==> src/rtl/mem_loader_pkg.sv <==
// Shared CPU constants: loader FSM encoding and button debounce default.
package mem_loader_pkg;

    // 10 ms at the 100 kHz divided CPU clock.
    localparam int unsigned DebCyclesDefault = 1000;

    typedef enum logic [1:0] {
        StLoadHi = 2'd0,
        StLoadLo = 2'd1,
        StWrite  = 2'd2,
        StRun    = 2'd3
    } ld_state_e;

endpackage

==> src/rtl/btn_debounce.sv <==
// Push-button conditioner: 2-flop synchronizer, stable-level debouncer and
// single-cycle press pulse on the debounced rising edge.
module btn_debounce #(
    parameter int unsigned DebCycles = 1000
) (
    input  logic clk_i,
    input  logic rst_ni,
    input  logic btn_i,
    output logic press_o
);

    localparam int unsigned CntW = (DebCycles > 1) ? $clog2(DebCycles) : 1;
    localparam logic [CntW-1:0] CntLast = CntW'(DebCycles - 1);

    logic            sync1_q, sync2_q;
    logic [CntW-1:0] cnt_q, cnt_d;
    logic            level_q, level_d;
    logic            armed_q, armed_d;
    logic            press_q, press_d;

    // Synchronizer is deliberately left out of reset so it already tracks the
    // real pin level when reset is released.
    always_ff @(posedge clk_i) begin
        sync1_q <= btn_i;
        sync2_q <= sync1_q;
    end

    // Count consecutive cycles at the new level; any return to the accepted
    // level restarts the window. A press only counts once the button has been
    // seen released since reset, so a button held through reset stays silent.
    always_comb begin
        cnt_d   = '0;
        level_d = level_q;
        press_d = 1'b0;
        armed_d = armed_q | (~sync2_q & ~level_q);
        if (sync2_q != level_q) begin
            if (cnt_q == CntLast) begin
                level_d = sync2_q;
                press_d = sync2_q & armed_q;
            end else begin
                cnt_d = cnt_q + CntW'(1);
            end
        end
    end

    // Debouncer state with synchronous active-low reset.
    always_ff @(posedge clk_i) begin
        if (!rst_ni) begin
            cnt_q   <= '0;
            level_q <= 1'b0;
            armed_q <= 1'b0;
            press_q <= 1'b0;
        end else begin
            cnt_q   <= cnt_d;
            level_q <= level_d;
            armed_q <= armed_d;
            press_q <= press_d;
        end
    end

    assign press_o = press_q;

endmodule

==> src/rtl/mem_loader.sv <==
// Front-panel program loader: assembles 16-bit words from two switch bytes,
// writes them to consecutive memory addresses, then releases the CPU.
module mem_loader
    import mem_loader_pkg::*;
#(
    parameter int unsigned DEB_CYCLES = DebCyclesDefault,
    parameter int unsigned ADDR_W     = 8
) (
    input  logic              CLK,
    input  logic              RST,
    input  logic [7:0]        SW,
    input  logic              BTN_LOAD,
    input  logic              BTN_RUN,
    output logic [ADDR_W-1:0] ADDR,
    output logic [15:0]       WDATA,
    output logic              WE,
    output logic              CPU_RST,
    output logic              BUSY,
    output logic              WRAP
);

    ld_state_e         state_q, state_d;
    logic [ADDR_W-1:0] addr_q, addr_d;
    logic [15:0]       wdata_q, wdata_d;
    logic              wrap_q, wrap_d;
    logic              cpu_rst_q, cpu_rst_d;
    logic              load_ev, run_ev;

    btn_debounce #(
        .DebCycles (DEB_CYCLES)
    ) u_deb_load (
        .clk_i   (CLK),
        .rst_ni  (RST),
        .btn_i   (BTN_LOAD),
        .press_o (load_ev)
    );

    btn_debounce #(
        .DebCycles (DEB_CYCLES)
    ) u_deb_run (
        .clk_i   (CLK),
        .rst_ni  (RST),
        .btn_i   (BTN_RUN),
        .press_o (run_ev)
    );

    // Next-state logic. LOAD wins over RUN in LOAD_HI; RUN is dropped while a
    // word is half entered so partial words are never committed.
    always_comb begin
        state_d = state_q;
        addr_d  = addr_q;
        wdata_d = wdata_q;
        wrap_d  = wrap_q;
        unique case (state_q)
            StLoadHi: begin
                if (load_ev) begin
                    wdata_d[15:8] = SW;
                    state_d       = StLoadLo;
                end else if (run_ev) begin
                    state_d = StRun;
                end
            end
            StLoadLo: begin
                if (load_ev) begin
                    wdata_d[7:0] = SW;
                    state_d      = StWrite;
                end
            end
            StWrite: begin
                addr_d  = addr_q + ADDR_W'(1);
                state_d = StLoadHi;
                if (addr_q == '1) begin
                    wrap_d = 1'b1;
                end
            end
            StRun: begin
                state_d = StRun;
            end
            default: begin
                state_d = StLoadHi;
            end
        endcase
        cpu_rst_d = (state_d == StRun);
    end

    // Loader state registers with synchronous active-low reset.
    always_ff @(posedge CLK) begin
        if (!RST) begin
            state_q   <= StLoadHi;
            addr_q    <= '0;
            wdata_q   <= '0;
            wrap_q    <= 1'b0;
            cpu_rst_q <= 1'b0;
        end else begin
            state_q   <= state_d;
            addr_q    <= addr_d;
            wdata_q   <= wdata_d;
            wrap_q    <= wrap_d;
            cpu_rst_q <= cpu_rst_d;
        end
    end

    // Strobe is gated by RST so a reset landing on the WRITE cycle kills it.
    always_comb begin
        WE   = (state_q == StWrite) && RST;
        BUSY = (state_q != StRun);
    end

    assign ADDR    = addr_q;
    assign WDATA   = wdata_q;
    assign WRAP    = wrap_q;
    assign CPU_RST = cpu_rst_q;

endmodule

==> config.mk <==
export PLATFORM = sky130hd
export DESIGN_NAME = mem_loader
export DESIGN_NICKNAME = d
export VERILOG_FILES = /design/src/rtl/mem_loader_pkg.sv /design/src/rtl/btn_debounce.sv /design/src/rtl/mem_loader.sv
export SDC_FILE = /design/constraint.sdc
export NUM_CORES = 1
export LEC_CHECK = 0
export CORE_MARGIN = 5
export CORE_UTILIZATION = 52
export DETAILED_ROUTE_END_ITERATION = 6
export MAX_ROUTING_LAYER = met4
export PLACE_DENSITY = 0.79
export SETUP_SLACK_MARGIN = 0.2
export SLEW_MARGIN = 20
export SYNTH_ARGS = -nofsm -noshare
export SYNTH_HDL_FRONTEND = slang
export SYNTH_HIERARCHICAL = 1
export SYNTH_SLANG_ARGS = --single-unit
==> constraint.sdc <==
create_clock -name CLK -period 1.77 [get_ports CLK]
set_clock_uncertainty 0.1 [all_clocks]
set_input_delay 0.177 -clock CLK [delete_from_list [all_inputs] [get_ports CLK]]
set_output_delay 0.177 -clock CLK [all_outputs]
set_load 0.005 [all_outputs]
==> impl_results.md, run 1 <==
- Total negative slack: 0 ps
- Max-capacitance violation count: 0
- Crit path time final: 1519 ps
- Fmax: 0.6581 GHz
- Die X: 77.12 um
- WS Path Type: flop to flop
- Starting Density: 0.5379
- First-pass GRT wire length: 7.700 mm
- CTS tree: yes
- Worst-Skew Late Latency: 320 ps
- Root Driver: clkbuf_8
- Total wire length: 4.540 mm
- Area leader, netlist: dfxtp_1
- Die Y: 77.12 um
- Pwr dens: roughly 900 nW/um2
- Top-area cell type share of the netlist area: 0.4957
- Share of the yosys chip area belonging to registers: 0.4957
- CTS buffer count: 9
- Mean post-synth cell area: 9.967 um2
- Final Total Pwr: between 2 and 3 mW
- Leakage Power: 1.112 nW
- Post-Syn Nets: approximately 250
- Largest net degree at the start of global routing: 27
- WP data required: 1930 ps
- Mapped Area: 2342 um2
- Core footprint: 4354 um2
- Vias per cell: roughly 5.4
- Flip-flop and latch count after synthesis: 58
- Maximum VDD drop: 0.7594 mV
- GPL Wtd Cong: 0.7805
- H-tree depth: 3
- Fin. max-slew vios: 0
- Placed Instances: about 330
- Post-detail-place hpwl: around 3.1 mm
- FP Rows: 24
- Distinct cells, synth: 39
- Hold Slack: 195.5 ps
- Final #Nets: 303
- # diodes: 0
- Relative slew slack: 0.7749
- Post-route ant nets: 0
- Grt ovf: 0
- Post-CTS Hold Buffers: 0
- # DRC: 0
- TritonRoute pass-1 iters: 4
- Dominant synthesized flop cell: dfxtp_1
- Full die area: 5947 um2
- DR vias: 1868
- Final Hold Fails: 0
- CP Data Arrival Time: between 1500 and 2000 ps
- Routed len/inst: 13.24 um
- # IOs: 40
- Async SR Flop Fraction: 0
- Vias in the first global route: 1724
- Fin cells: 343
- Worst-path clk slew: about 60 ps
- # fillers: 351
- IO Port Bufs: 39
- Top cells by count, synth: dfxtp_1 (58), nor2_1 (31), mux2i_1 (19)
- Syn Inst Count: 235
- Total GRT Usage: 0.1653
- Setup repair after global routing missed its margin: true
- Crit share post-route: 0.8585
- Final Worst Setup Slack: approximately 250 ps
- Most common cell in the netlist: dfxtp_1
- CP Max Fanout: 13
- HP Class: input pin to flop
- Starting DRT DRC Count: 99
- Outcome: finished, final reports clean
- DP Worst Slack: 54.11 ps
- Clk sinks: 58
- Layout cells sized above 1: 0.1821
- Post-synth EDFFs: 0
- Initial antenna violation count: 0
- Clock tree buffer depth: 2
- Slew @ Worst Pin: about 340 ps
- Yosys warns: 6
- Area delta synth->final: 32.26%
- Setup Viol. Count Final: 0
- CP startpoint kind: flop
- Crit. End Element: flop
- Largest cells by area after synthesis: dfxtp_1 (50%), mux2i_1 (8.1%), nor2_1 (5.0%)
critical path: stages (launching register included):
cell	delay [ps]
dfxtp_2	350
nand2b_4	140
buf_4	170
or4_1	540
a21oi_2	160
report_power, final:
| part | leakage [nW] | switching, mW | internal [mW] |
|---|---|---|---|
| Sequential | 0.475 | 0.00953 | 1.32 |
| Clock | 0.109 | 0.488 | 0.826 |
| Combinational | 0.528 | 0.0361 | 0.0445 |
| Total | 1.11 | 0.534 | 2.19 |
per-stage QoR:
stage	util	area (um2)
after floorplan	-	2342
after global placement	0.6457	2811
after detailed placement	0.6457	2811
after CTS	0.6989	3043
after global routing	0.7115	3098
final	0.7115	3098
flip-flops by register name, summed over array words and instances, names as in the netlist:
register / cells
u_deb_run/level_q: 1
CPU_RST: 1
WRAP: 1
u_deb_run/sync1_q: 1
WDATA: 16
u_deb_load/cnt_q: 10
u_deb_run/armed_q: 1
u_deb_run/sync2_q: 1
u_deb_load/sync1_q: 1
ADDR: 8
u_deb_load/press_o: 1
u_deb_run/cnt_q: 10
state_q: 2
u_deb_load/level_q: 1
u_deb_load/armed_q: 1
u_deb_run/press_o: 1
u_deb_load/sync2_q: 1
path summary, 6_finish.rpt:
kind                                                    to  slack, ps  depth (start not counted)                        from
worst max register to register        ADDR[5]$_SDFFE_PN0N_        250                          4       state_q[0]$_SDFF_PN0_
worst min register to register  u_deb_load/sync2_q$_DFF_P_        220                          0  u_deb_load/sync1_q$_DFF_P_
worst min-delay path             u_deb_run/sync1_q$_DFF_P_        200                          1                     BTN_RUN
worst max-delay path                  ADDR[5]$_SDFFE_PN0N_        250                          4       state_q[0]$_SDFF_PN0_
cells by family (layout without fill, tap and decap cells):
family | after synthesis | in the layout | share of synthesized area
compound gates | 39 | 39 | 0.1111
xor+xnor | 8 | 8 | 0.02992
fa+ha+maj | 5 | 5 | 0.02671
buf+inv | 17 | 73 | 0.03419
flops | 58 | 58 | 0.4957
mux | 19 | 19 | 0.08120
simple gates | 89 | 89 | 0.2212
cell type report:
type	count	area [um2]	share of cell area
timing repair buffer	48	455.4	0.1470
multi-input combinational	160	1150	0.3712
inverter	9	33.78	0.01090
tap	52	65.06	0.02100
clock inverter	5	77.57	0.02504
clock buffer	11	141.4	0.04564
sequential	58	1175	0.3792
placed cells by master, fill, tap and decap left out, drive strengths merged, types with 9 or more instances in the layout:
| master | n |
|---|---|
| mux2i | 19 |
| o21ai | 9 |
| nand2 | 11 |
| dfxtp | 58 |
| clkbuf | 11 |
| buf | 9 |
| clkdlybuf4s50 | 37 |
| a21oi | 17 |
| nand3 | 9 |
| nor2 | 31 |
timing repair:
item,in CTS,in global routing
setup buffers,1,0
setup endpoints to repair,5,25
resized for setup,7,14
per-layer routing:
| metal | vias up | global-route usage | share of wire | wire (um) |
|---|---|---|---|---|
| met5 | - | - | 0 | 0 |
| met4 | 0 | 0.06186 | 0.014 | 65 |
| met3 | 6 | 0.07611 | 0.052 | 238 |
| met2 | 39 | 0.2538 | 0.48 | 2195 |
| met1 | 878 | 0.1886 | 0.45 | 2040 |
| li1 | 945 | - | - | - |
No activity file was read; power rests on OpenSTA's default activity.
==> inputs of run 2 (changes only) <==
- CORE_UTILIZATION: 52 -> 47
- PLACE_DENSITY: 0.79 -> 0.75
- clock period: 1.77 -> 1.3 ns (I/O delays scaled with it)
==> impl_results.md, run 2 (synthesis gave the netlist of run 1 again) <==
- Outcome: complete, but fails checks
- Failing checks: setup timing
- Worst-Skew Late Latency: roughly 340 ps
- GPL Wtd Cong: ~0.76
- CTS tree: yes
- HP Class: input pin to flop
- Worst-path clk slew: 70 ps
- Most common cell after layout, fill and taps aside: buf_4
- Most frequent cells in the layout: buf_4 (48), dfxtp_2 (38), nor2_1 (25)
- Layout Utilization: 0.8039
- Placed Instances: 380
- Largest net degree at the start of global routing: 27
- Clk sinks: 58
- Crit. End Element: flop
- CP Data Arrival Time: 1550 ps
- Layout cells sized above 1: 0.6017
- Fin cells: 421
- Routed len/inst: 14.96 um
- Setup Viol. Count Final: 37
- # IOs: 40
- Max-capacitance violation count: 0
- IO Port Bufs: 39
- # DRC: 0
- Initial antenna violation count: 0
- Starting Density: 0.4894
- Slew @ Worst Pin: around 350 ps
- Maximum VDD drop: 0.9217 mV
- Grt ovf: 0
- Vias per cell: 5.219
- Fin. max-slew vios: 0
- FP Rows: 25
- Fmax: 0.6945 GHz
- CP Max Fanout: 3
- H-tree depth: 3
- Relative slew slack: 0.7690
- Leakage Power: 1.585 nW
- # diodes: 0
- Post-route ant nets: 0
- Total GRT Usage: 0.2041
- Area delta synth->final: 64.26%
- CP startpoint kind: flop
- Final Hold Fails: 0
- WP data required: 1410 ps
- Pwr dens: between 900 and 1000 nW/um2
- Total wire length: 6.297 mm
- Setup repair after global routing missed its margin: true
- Crit path time final: about 1400 ps
- Die X: 80.60 um
- DR vias: 2197
- CTS buffer count: 9
- First-pass GRT wire length: 9.894 mm
- Clock tree buffer depth: 2
- Total placed instance area: 3302 um2
- Full die area: 6496 um2
- Final Total Pwr: 3.793 mW
- Vias in the first global route: 2240
- Die Y: 80.60 um
- Root Driver: clkbuf_8
- WS Path Type: flop to flop
- Max reg flops: 16
- Crit share post-route: 1.108
- Final Cell Area: 3847 um2
- Starting DRT DRC Count: 84
- TritonRoute pass-1 iters: 4
- Core footprint: 4786 um2
- Final Worst Setup Slack: -139.8 ps
- Final #Nets: 366
- # fillers: 300
- Post-detail-place hpwl: about 3.5 mm
- Total negative slack: -2282 ps
==> run 2: cell types whose count changed in the layout (fill, tap and decap cells not counted), sizes merged <==
cell and change:
dlygate4sd2 -2, inv +1, clkinv -1, clkbuf +2
clkdlybuf4s50 -26, buf +89
==> run 2: stage by stage <==
step	hold slack, ps	setup WS [ps]
floorplan	57.72	-84.44
global placement	210.6	-349.7
detailed placement	212.0	-347.4
CTS	123.0	-113.9
global route	123.3	-205.0
finish	134.4	-139.8
==> run 2: cell type report <==
type                       instances  area [um2]  area share
tap                               67       83.83     0.02179
multi-input combinational        160        1358      0.3528
clock inverter                     5       77.57     0.02016
inverter                           9       33.78    0.008780
timing repair buffer             111       910.9      0.2367
clock buffer                      11       141.4     0.03675
sequential                        58        1242      0.3229
==> run 2: timing repair <==
action,in CTS,in global routing
pin swaps,21,20
setup endpoints to repair,78,55
hold buffers,0,0
resized for setup,171,34
buffers inserted,17,8
==> run 2: critical path, stage by stage, from the launching register on <==
cell and delay [ps]:
dfxtp_4 350, buf_6 110, ha_4 150, nand3_4 70, buf_6 130, o31ai_1 280, a21oi_1 110
==> run 2: layer usage <==
| layer | routed length (um) | vias up | track usage |
|---|---|---|---|
| li1 | - | 1073 | - |
| met1 | 2633 | 1052 | 0.2196 |
| met2 | 3159 | 57 | 0.3353 |
| met3 | 313 | 15 | 0.04372 |
| met4 | 191 | 0 | 0.1402 |
| met5 | 0 | - | - |
==> run 2: final timing paths <==
| path | from | end | slack [ps] | cells past startpoint |
|---|---|---|---|---|
| hold / removal | BTN_LOAD | u_deb_load/sync1_q$_DFF_P_ | 130 | 1 |
| setup / recovery | ADDR[0]$_SDFFE_PN0N_ | ADDR[6]$_SDFFE_PN0N_ | -140 | 6 |
| setup reg to reg | ADDR[0]$_SDFFE_PN0N_ | ADDR[6]$_SDFFE_PN0N_ | -140 | 6 |
| hold reg to reg | u_deb_run/sync1_q$_DFF_P_ | u_deb_run/sync2_q$_DFF_P_ | 230 | 0 |
==> run 2: power breakdown <==
group          internal (mW)  switching [mW]
Sequential              1.78          0.0113
Clock                   1.12           0.722
Combinational         0.0861          0.0729
Total                   2.99           0.806
